**config.mk**
```make
export PLATFORM = sky130hd
export DESIGN_NAME = dft_dump_collector
export DESIGN_NICKNAME = d
export VERILOG_FILES = /design/src/rtl/dft_collect_pkg.sv /design/src/rtl/dft_capture_fifo.sv /design/src/rtl/dft_dump_collector.sv
export SDC_FILE = /design/constraint.sdc
export NUM_CORES = 2
export LEC_CHECK = 0
export CAP_MARGIN = 20
export CORE_MARGIN = 5
export CORE_UTILIZATION = 50
export CTS_BUF_LIST = sky130_fd_sc_hd__clkbuf_4 sky130_fd_sc_hd__clkbuf_8 sky130_fd_sc_hd__clkbuf_16
export DETAILED_ROUTE_END_ITERATION = 7
export PLACE_DENSITY = 0.69
export SYNTH_ARGS = -nofsm -noshare
export SYNTH_HDL_FRONTEND = slang
export SYNTH_SLANG_ARGS = --single-unit
export TNS_END_PERCENT = 100
```
**constraint.sdc**
```tcl
create_clock -name clk -period 6.3 [get_ports clk]
set_input_delay 1.26 -clock clk [delete_from_list [all_inputs] [get_ports clk]]
set_output_delay 1.26 -clock clk [all_outputs]
set_load 0.03 [all_outputs]
```
**src/rtl/dft_collect_pkg.sv**
```systemverilog
// Shared types for the DFT scan-dump collector: state encoding,
// error codes and the checksum step used when DUMP_CHECKSUM_EN is set.
package dft_collect_pkg;

   typedef enum logic [2:0] {
      S_IDLE       = 3'd0,
      S_WAIT_SPACE = 3'd1,
      S_REQ        = 3'd2,
      S_CAPTURE    = 3'd3,
      S_COMMIT_ACK = 3'd4
   } state_t;

   localparam logic [1:0] ERR_NONE     = 2'd0;
   localparam logic [1:0] ERR_TIMEOUT  = 2'd1;
   localparam logic [1:0] ERR_OVERFLOW = 2'd2;
   localparam logic [1:0] ERR_COUNT    = 2'd3;

   function automatic logic [31:0] csum_step(
      input logic [31:0] c,
      input logic [31:0] w
   );
      return {c[30:0], c[31]} ^ w;
   endfunction

endpackage

```
**src/rtl/dft_capture_fifo.sv**
```systemverilog
// Single-clock first-word-fall-through capture FIFO with occupancy
// count and a one-cycle overflow flag for writes dropped while full.
module dft_capture_fifo #(
   parameter  int DEPTH = 64,
   parameter  int WIDTH = 32,
   localparam int AW    = $clog2(DEPTH)
) (
   input  logic             clk,
   input  logic             reset,
   input  logic             wr_en,
   input  logic [WIDTH-1:0] wr_data,
   input  logic             rd_en,
   output logic [WIDTH-1:0] rd_data,
   output logic             rd_valid,
   output logic [AW:0]      fill,
   output logic             overflow
);

   logic [WIDTH-1:0] mem [DEPTH];
   logic [AW-1:0]    wptr;
   logic [AW-1:0]    rptr;
   logic             full;
   logic             rd_fire;
   logic             wr_fire;

   assign full     = (fill == (AW+1)'(DEPTH));
   assign rd_valid = (fill != '0);
   assign rd_fire  = rd_en && rd_valid;
   // a read in the same cycle frees the slot a full-FIFO write needs
   assign wr_fire  = wr_en && (!full || rd_fire);
   assign overflow = wr_en && !wr_fire;
   assign rd_data  = mem[rptr];

   always_ff @(posedge clk) begin
      if (wr_fire) mem[wptr] <= wr_data;
   end

   always_ff @(posedge clk or negedge reset) begin
      if (!reset) begin
         wptr <= '0;
         rptr <= '0;
         fill <= '0;
      end else begin
         if (wr_fire) wptr <= wptr + AW'(1);
         if (rd_fire) rptr <= rptr + AW'(1);
         unique case ({wr_fire, rd_fire})
            2'b10:   fill <= fill + (AW+1)'(1);
            2'b01:   fill <= fill - (AW+1)'(1);
            default: ;
         endcase
      end
   end

endmodule

```
**src/rtl/dft_dump_collector.sv**
```systemverilog
// Host-side scan-dump collector: issues DFT dump ops, captures strobed words.
// Optional running checksum output csum enabled by DUMP_CHECKSUM_EN.
module dft_dump_collector
   import dft_collect_pkg::*;
#(
   parameter  int WORDS_PER_OP = 32,
   parameter  int FIFO_DEPTH   = 64,
   parameter  int ACK_TIMEOUT  = 1024,
   localparam int FW           = $clog2(FIFO_DEPTH) + 1
) (
   input  logic          clk,
   input  logic          reset,
   input  logic          start,
   output logic          busy,
   output logic          err,
   input  logic          clr_err,
   output logic [1:0]    err_code,
   output logic          dft_val_op,
   input  logic          dft_op_ack,
   input  logic [31:0]   dft_out,
   input  logic          dft_out_strobe,
   input  logic          dft_op_commit,
   output logic          dft_commit_ack,
   output logic [31:0]   rd_data,
   output logic          rd_valid,
   input  logic          rd_ready,
   output logic [FW-1:0] fill
`ifdef DUMP_CHECKSUM_EN
   ,
   output logic [31:0]   csum
`endif
);

   localparam int TW = $clog2(ACK_TIMEOUT + 1);
   localparam int WW = 16;
   localparam logic [FW-1:0] DEPTH_F = FW'(FIFO_DEPTH);
   localparam logic [FW-1:0] WPO_F   = FW'(WORDS_PER_OP);

   state_t        state;
   state_t        state_n;
   logic [TW-1:0] tcnt;
   logic [WW-1:0] wcnt;
   logic          space_ok;
   logic          capture;
   logic          tmo;
   logic          overflow;
   logic          count_err;
   logic [1:0]    new_code;

   assign space_ok = (DEPTH_F - fill) >= WPO_F;
   // a strobe riding on the accepting ack cycle belongs to this dump
   assign capture  = dft_out_strobe &&
                     ((state == S_CAPTURE) ||
                      (state == S_REQ && dft_op_ack));
   assign busy     = (state != S_IDLE);
   assign err      = (err_code != ERR_NONE);

   dft_capture_fifo #(
      .DEPTH (FIFO_DEPTH),
      .WIDTH (32)
   ) u_fifo (
      .clk      (clk),
      .reset    (reset),
      .wr_en    (capture),
      .wr_data  (dft_out),
      .rd_en    (rd_ready),
      .rd_data  (rd_data),
      .rd_valid (rd_valid),
      .fill     (fill),
      .overflow (overflow)
   );

   always_ff @(posedge clk or negedge reset) begin
      if (!reset) state <= S_IDLE;
      else        state <= state_n;
   end

   always_comb begin
      state_n        = state;
      dft_val_op     = 1'b0;
      dft_commit_ack = 1'b0;
      tmo            = 1'b0;
      unique case (state)
         S_IDLE: begin
            if (start) state_n = S_WAIT_SPACE;
         end
         S_WAIT_SPACE: begin
            if (space_ok) state_n = S_REQ;
         end
         S_REQ: begin
            dft_val_op = 1'b1;
            if (dft_op_ack) begin
               state_n = S_CAPTURE;
            end else if (tcnt == TW'(ACK_TIMEOUT - 1)) begin
               state_n = S_IDLE;
               tmo     = 1'b1;
            end
         end
         S_CAPTURE: begin
            if (dft_op_commit) state_n = S_COMMIT_ACK;
         end
         S_COMMIT_ACK: begin
            dft_commit_ack = 1'b1;
            state_n        = S_IDLE;
         end
         default: state_n = S_IDLE;
      endcase
   end

   always_ff @(posedge clk or negedge reset) begin
      if (!reset) begin
         tcnt <= '0;
      end else if (state == S_REQ && !dft_op_ack) begin
         tcnt <= tcnt + TW'(1);
      end else begin
         tcnt <= '0;
      end
   end

   // saturating so an over-long dump can never alias to a good count
   always_ff @(posedge clk or negedge reset) begin
      if (!reset) begin
         wcnt <= '0;
      end else if (state == S_WAIT_SPACE) begin
         wcnt <= '0;
      end else if (capture && wcnt != '1) begin
         wcnt <= wcnt + WW'(1);
      end
   end

   assign count_err = (state == S_COMMIT_ACK) &&
                      (wcnt != WW'(WORDS_PER_OP));

   always_comb begin
      new_code = ERR_NONE;
      if (tmo)            new_code = ERR_TIMEOUT;
      else if (overflow)  new_code = ERR_OVERFLOW;
      else if (count_err) new_code = ERR_COUNT;
   end

   always_ff @(posedge clk or negedge reset) begin
      if (!reset) begin
         err_code <= ERR_NONE;
      end else if (new_code != ERR_NONE &&
                   (err_code == ERR_NONE || clr_err)) begin
         err_code <= new_code;
      end else if (clr_err) begin
         err_code <= ERR_NONE;
      end
   end

`ifdef DUMP_CHECKSUM_EN
   always_ff @(posedge clk or negedge reset) begin
      if (!reset) begin
         csum <= '0;
      end else if (state == S_WAIT_SPACE && space_ok) begin
         csum <= '0;
      end else if (capture) begin
         csum <= csum_step(csum, dft_out);
      end
   end
`endif

endmodule

```
=== After elaboration in Yosys (flattened, before gate mapping) ===
Memories as Yosys holds them, arrays and structs flattened.
Index checks and enable logic that the tools add are counted.

* Register bits after elaboration: 51
* Bits in writable memories: 2048
* Input bits: 40
* Output and inout bits: 46
* Logic and storage cells: 77
* Memories kept: 1

* Add/sub/neg operators: 7
* $lt $le $gt $ge: 1
* Equal/unequal tests: 14
* Mux-type cells: 22
* Reductions and logical operators: 25

{| class="wikitable"
|+ Memories
! name !! depth !! width !! rd ports !! clocked after memory_dff !! write ports !! RTL line !! RTL
|-
| u_fifo.mem || 64 || 32 || 1 || 0 || 1 || dft_capture_fifo.sv:19 || <nowiki>logic [WIDTH-1:0] mem [DEPTH];</nowiki>
|}

{| class="wikitable"
|+ Operators by type and width
! cell !! count
|-
| $mux 16 || 2
|-
| $add 16x1->16 const B || 1
|-
| $ne 16x16->1 const B || 1
|-
| $ne 16x6->1 const B || 1
|-
| $mux 3 || 5
|-
| $pmux 7 s2 || 1
|-
| $add 6x1->6 const B || 2
|-
| $pmux 3 s4 || 1
|-
| $add 11x1->11 const B || 1
|-
| $eq 11x10->1 const B || 1
|-
| $mux 11 || 1
|-
| $mux 2 || 5
|-
| $reduce_bool 2->1 || 5
|-
| $logic_and 1x1->1 || 9
|-
| $add 7x1->7 const B || 1
|-
| $eq 7x7->1 const B || 1
|-
| $ge 7x6->1 const B || 1
|-
| $mux 1 || 7
|-
| $reduce_bool 7->1 || 1
|-
| $sub 7x1->7 const B || 1
|-
| $sub 7x7->7 const A || 1
|-
| $eq 3x2->1 const B || 2
|-
| $ne 2x2->1 const B || 3
|-
| $reduce_and 4->1 || 1
|-
| 10 further kinds || 14
|}

=== Depth between registers and ports, before layout ===
* Word-level depth: 12
* Gate-level depth with buffers: 12
* Mapped depth without buffers: 12

=== Modules after synthesis ===
From an unflattened synthesis, not the netlist that was laid out.

* Cells, all modules: 3751
* Area total of the unflattened synthesis: 81279.2 um^2

{| class="wikitable"
|+ By module, submodules not included
! module !! instances !! cells each !! area an instance (um^2) !! seq. area each (um^2)
|-
| dft_capture_fifo || 1 || 3565 || 79538.8 || 61974.4
|-
| dft_dump_collector || 1 || 186 || 1740.4 || 800.8
|}

=== Least setup slack after synthesis ===
No wires, ideal clock.

* Kind: input to register
* From: input dft_op_ack
* To: memory u_fifo.mem[59][0] (enable)
* Setup time: 421 ps
* Arrival time: 3748 ps
* Data required time: 5879 ps
* Slack: 2130 ps
* Cell stages on the path: 6
* Path buffers: 0
* Cell sequence: or2_2 nand3_1 a21oi_1 nor2b_1 nand3_1 nor2_1

* Longest elaborated chain between the ends: 6

{| class="wikitable"
|+ RTL lines
! item !! RTL line !! RTL
|-
| start, declared || dft_dump_collector.sv:19 || <nowiki>input logic dft_op_ack,</nowiki>
|-
| $logic_and 1x1->1 || dft_dump_collector.sv:54 || <nowiki>(state == S_REQ && dft_op_ack));</nowiki>
|-
| $logic_or 1x1->1 || dft_dump_collector.sv:53 || <nowiki>((state == S_CAPTURE) ||</nowiki>
|-
| $logic_and 1x1->1 || dft_dump_collector.sv:52 || <nowiki>assign capture = dft_out_strobe &&</nowiki>
|-
| $logic_and 1x1->1 || dft_capture_fifo.sv:30 || <nowiki>assign wr_fire = wr_en && (!full || rd_fire);</nowiki>
|-
| $mux 1 || dft_capture_fifo.sv:35 || <nowiki>if (wr_fire) mem[wptr] <= wr_data;</nowiki>
|-
| $mux 1 (implied by the code) || dft_capture_fifo.sv:35 ||
|-
| end, declared || dft_capture_fifo.sv:19 ||
|}

No other way between the ends.

=== Worst setup path after layout ===
* From: register u_fifo.rptr[1]
* To: output rd_data[19]

* Longest elaborated chain between the ends: 1

{| class="wikitable"
|+ RTL lines
! item !! RTL line !! RTL
|-
| start, declared || dft_capture_fifo.sv:21 || <nowiki>logic [AW-1:0] rptr;</nowiki>
|-
| start signal, assigned || dft_capture_fifo.sv:45 || <nowiki>if (rd_fire) rptr <= rptr + AW'(1);</nowiki>
|-
| $mem_v2 64x32 || -- ||
|-
| end, declared || dft_dump_collector.sv:24 || <nowiki>output logic [31:0] rd_data,</nowiki>
|}

No other way between the ends.

==> run summary <==
status: complete, no violations
fmax: 0.169 GHz
Inst Count DP: 5913
P_sw: 12.4 mW
Hold-fix buffers, CTS: 0
total CTS buffers: 200
Power Density: 430 nW/um^2
FP Rows: 147
clock latency at the later pin of the worst-skew pair: 0.82 ns
Avg Synthesized Cell Area: 22.0 sq um
Rel. slew slack: 0.267
area of the multi-input gates: 17700 sq um
register area: 62800 sq um
min cycle time layout: 5.92 ns
TritonRoute pass-1 iters: 6
CP bufs+invs: 4
vias: 40628
sw frac: 0.310
final slew viol count: 0
worst hold-check path type: reg -> reg
core area: 161000 sq um
area post-placement: 85800 sq um
setup violators final: 0
commonest non-fill, non-tap cells in the layout: edfxtp_1 (2048), mux4_2 (496), clkbuf_16 (204), mux2i_1 (164), buf_4 (131)
CTS Buffer Depth: 3
Critical Path, Cell by Cell: buf_12, buf_4, buf_4, mux4_2, mux4_2, nor2b_1, o21ai_0, and3_1, buf_12
# IOs: 86
H-tree depth: 4
post-DR wirelength/cell: 33.4 um
Synth Flop Type: edfxtp_1
post-synthesis sequential area ratio: 0.773
Critical Path RT: 5.04 ns
Critical Path End Type: output pin
Setup Skew: 0.0279 ns
Port Buffers: 85
post-synth cell types: 76
Ys Warns: 0
root buffer selected by CTS: clkbuf_16
worst vdd ir: 0.469 mV
reg-to-reg slack, setup: 2.63 ns
CP top delay family: buffers and inverters
RSZ-0062 raised after global routing: false
Hold Vio Cnt, Final: 0
Worst Max-Slew Pin Slew: 1.10 ns
fraction of registers with async set/reset: 0.0243
Syn Nets: 3747
CP max stage delay: 0.85 ns
layout cells sized above 1: 0.283
#FFs+latches synth: 2099
Detailed Place HPWL: 114000 um
Iter 0 DRT Violations: 5937
ranking of synthesized cells by area: edfxtp_1 (76%), mux4_2 (14%), mux2i_1 (2.0%)
CTS tree: done
global-route wire length before repair: 297000 um
Die X: 413 um
fin area: 92700 sq um
Synth Instances: 3696
clock sink count: 2099
Final Non-Filler Cells: 6307
CP Max Fanout: 38
Die ar.: 171000 sq um
max_cap viols: 0
GP Congestion: 0.793
# fillers: 11450
Flop pwr share: 0.401
Detail Route Antenna Nets: 0
Post-CTS Repair Setup Buffers: 0
Int Pwr: 27.5 mW
die span in y: 413 um
Syn Std Cell Area: 81200 sq um
final global-route overflow total: 0
most common cell after layout, fill and taps aside: edfxtp_1
Final Net Count: 4028
Yosys top cell by area: edfxtp_1
largest net degree at the start of global routing: 68
Starting Density: 0.505
clk slew on worst S/H paths: 0.06 ns
Yosys top cell area share: 0.757
Final Cycle Share: 0.940
vias in the first global route: 39827
via/cell ratio: 6.44
Leak Pwr: 29.3 nW
drt total wl: 211000 um
Total Power Consumption: 39.9 mW
Setup TNS: 0 ns
power share of the clock group: 0.293
Crit Path Class: reg -> out
Critical-path top delay cell: dfrtp_4
number of synthesized flops with an enable pin: 2048
Worst Setup Start Kind: flip-flop
# DRC: 0
all-layer global routing usage: 0.247
combinational fraction of design power: 0.306
crit path DAT: 4.66 ns
post-CTS sizing: 0
initial antenna violation count: 6
area grow syn2layout: 14.1%
-- final cells by class --
type,count,area share
inverters,12,0.000513
clock buffers,260,0.0601
diodes,3,0.0000810
flip-flops and latches,2099,0.678
multi-input cells,1388,0.192
well taps,2160,0.0292
repair buffers,276,0.0320
clock inverters,109,0.00888
-- cell usage after synthesis, drive strengths merged (15+ instances only) --
master and number:
edfxtp 2048, mux4 497, mux2i 165, buf 122, nor2 119, nand2 102
a21oi 76, clkbuf 75, o21ai 62, dfrtp 51, o22ai 36, o221ai 26
a211oi 23, nand3 23, xnor2 21, mux2 19, nor2b 19, a2111oi 15
-- sequential cells by signal (all words and copies together), names as in the netlist --
register / count
tcnt: 11
u_fifo.fill: 7
u_fifo.mem: 2048
u_fifo.rptr: 6
err_code: 2
u_fifo.wptr: 6
wcnt: 16
state: 3
-- routing by layer --
layer	up-vias	GRT usage	wire [um]	part of all wire
met1	21625	0.354	81000	0.38
met4	2	0.0833	7820	0.037
met2	2454	0.384	99600	0.47
met5	-	0	13	0.000062
met3	377	0.0526	22200	0.11
li1	16170	-	-	-
-- logic make-up after synthesis --
family	share of synthesized area
flip-flops	0.773
multiplexers	0.161
AND/OR/NAND/NOR	0.0192
AO/OA/AOI/OAI	0.0273
buffers and inverters	0.0143
XOR/XNOR	0.00313
adder cells (fa/ha/maj)	0.00179
-- final timing paths --
path / from / endpoint / cells past startpoint
worst max-delay path: u_fifo.rptr[1]$_DFFE_PN0P_ / rd_data[19] / 9
worst min-delay path: tcnt[0]$_DFF_PN0_ / tcnt[0]$_DFF_PN0_ / 1
worst max register to register: state[2]$_DFFE_PN0P_ / u_fifo.mem[10][21]$_DFFE_PP_ / 8
worst min register to register: tcnt[0]$_DFF_PN0_ / tcnt[0]$_DFF_PN0_ / 1
max in group asynchronous: reset / u_fifo.rptr[2]$_DFFE_PN0P_ / 2
min in group asynchronous: reset / wcnt[13]$_DFFE_PN0P_ / 2
-- through the flow --
step	worst slack, ns	utilization	hold slack, ns
finish	0.380	0.576	0.490
global route	0.155	0.576	0.497
CTS	0.286	0.573	0.489
detailed placement	1.16	0.533	0.481
global placement	1.18	0.533	0.482
floorplan	2.13	-	0.455
-- power by group through the flow --
stage / sequential, mW / combinational, mW / clock [mW]
floorplan: 16.0 / 7.93 / 0
global placement: 16.3 / 12.2 / 0
detailed placement: 16.3 / 12.2 / 0
CTS: 16.0 / 12.3 / 11.8
global route: 16.0 / 12.8 / 12.4
finish: 16.0 / 12.2 / 11.7
No activity file was read; power rests on OpenSTA's default activity.
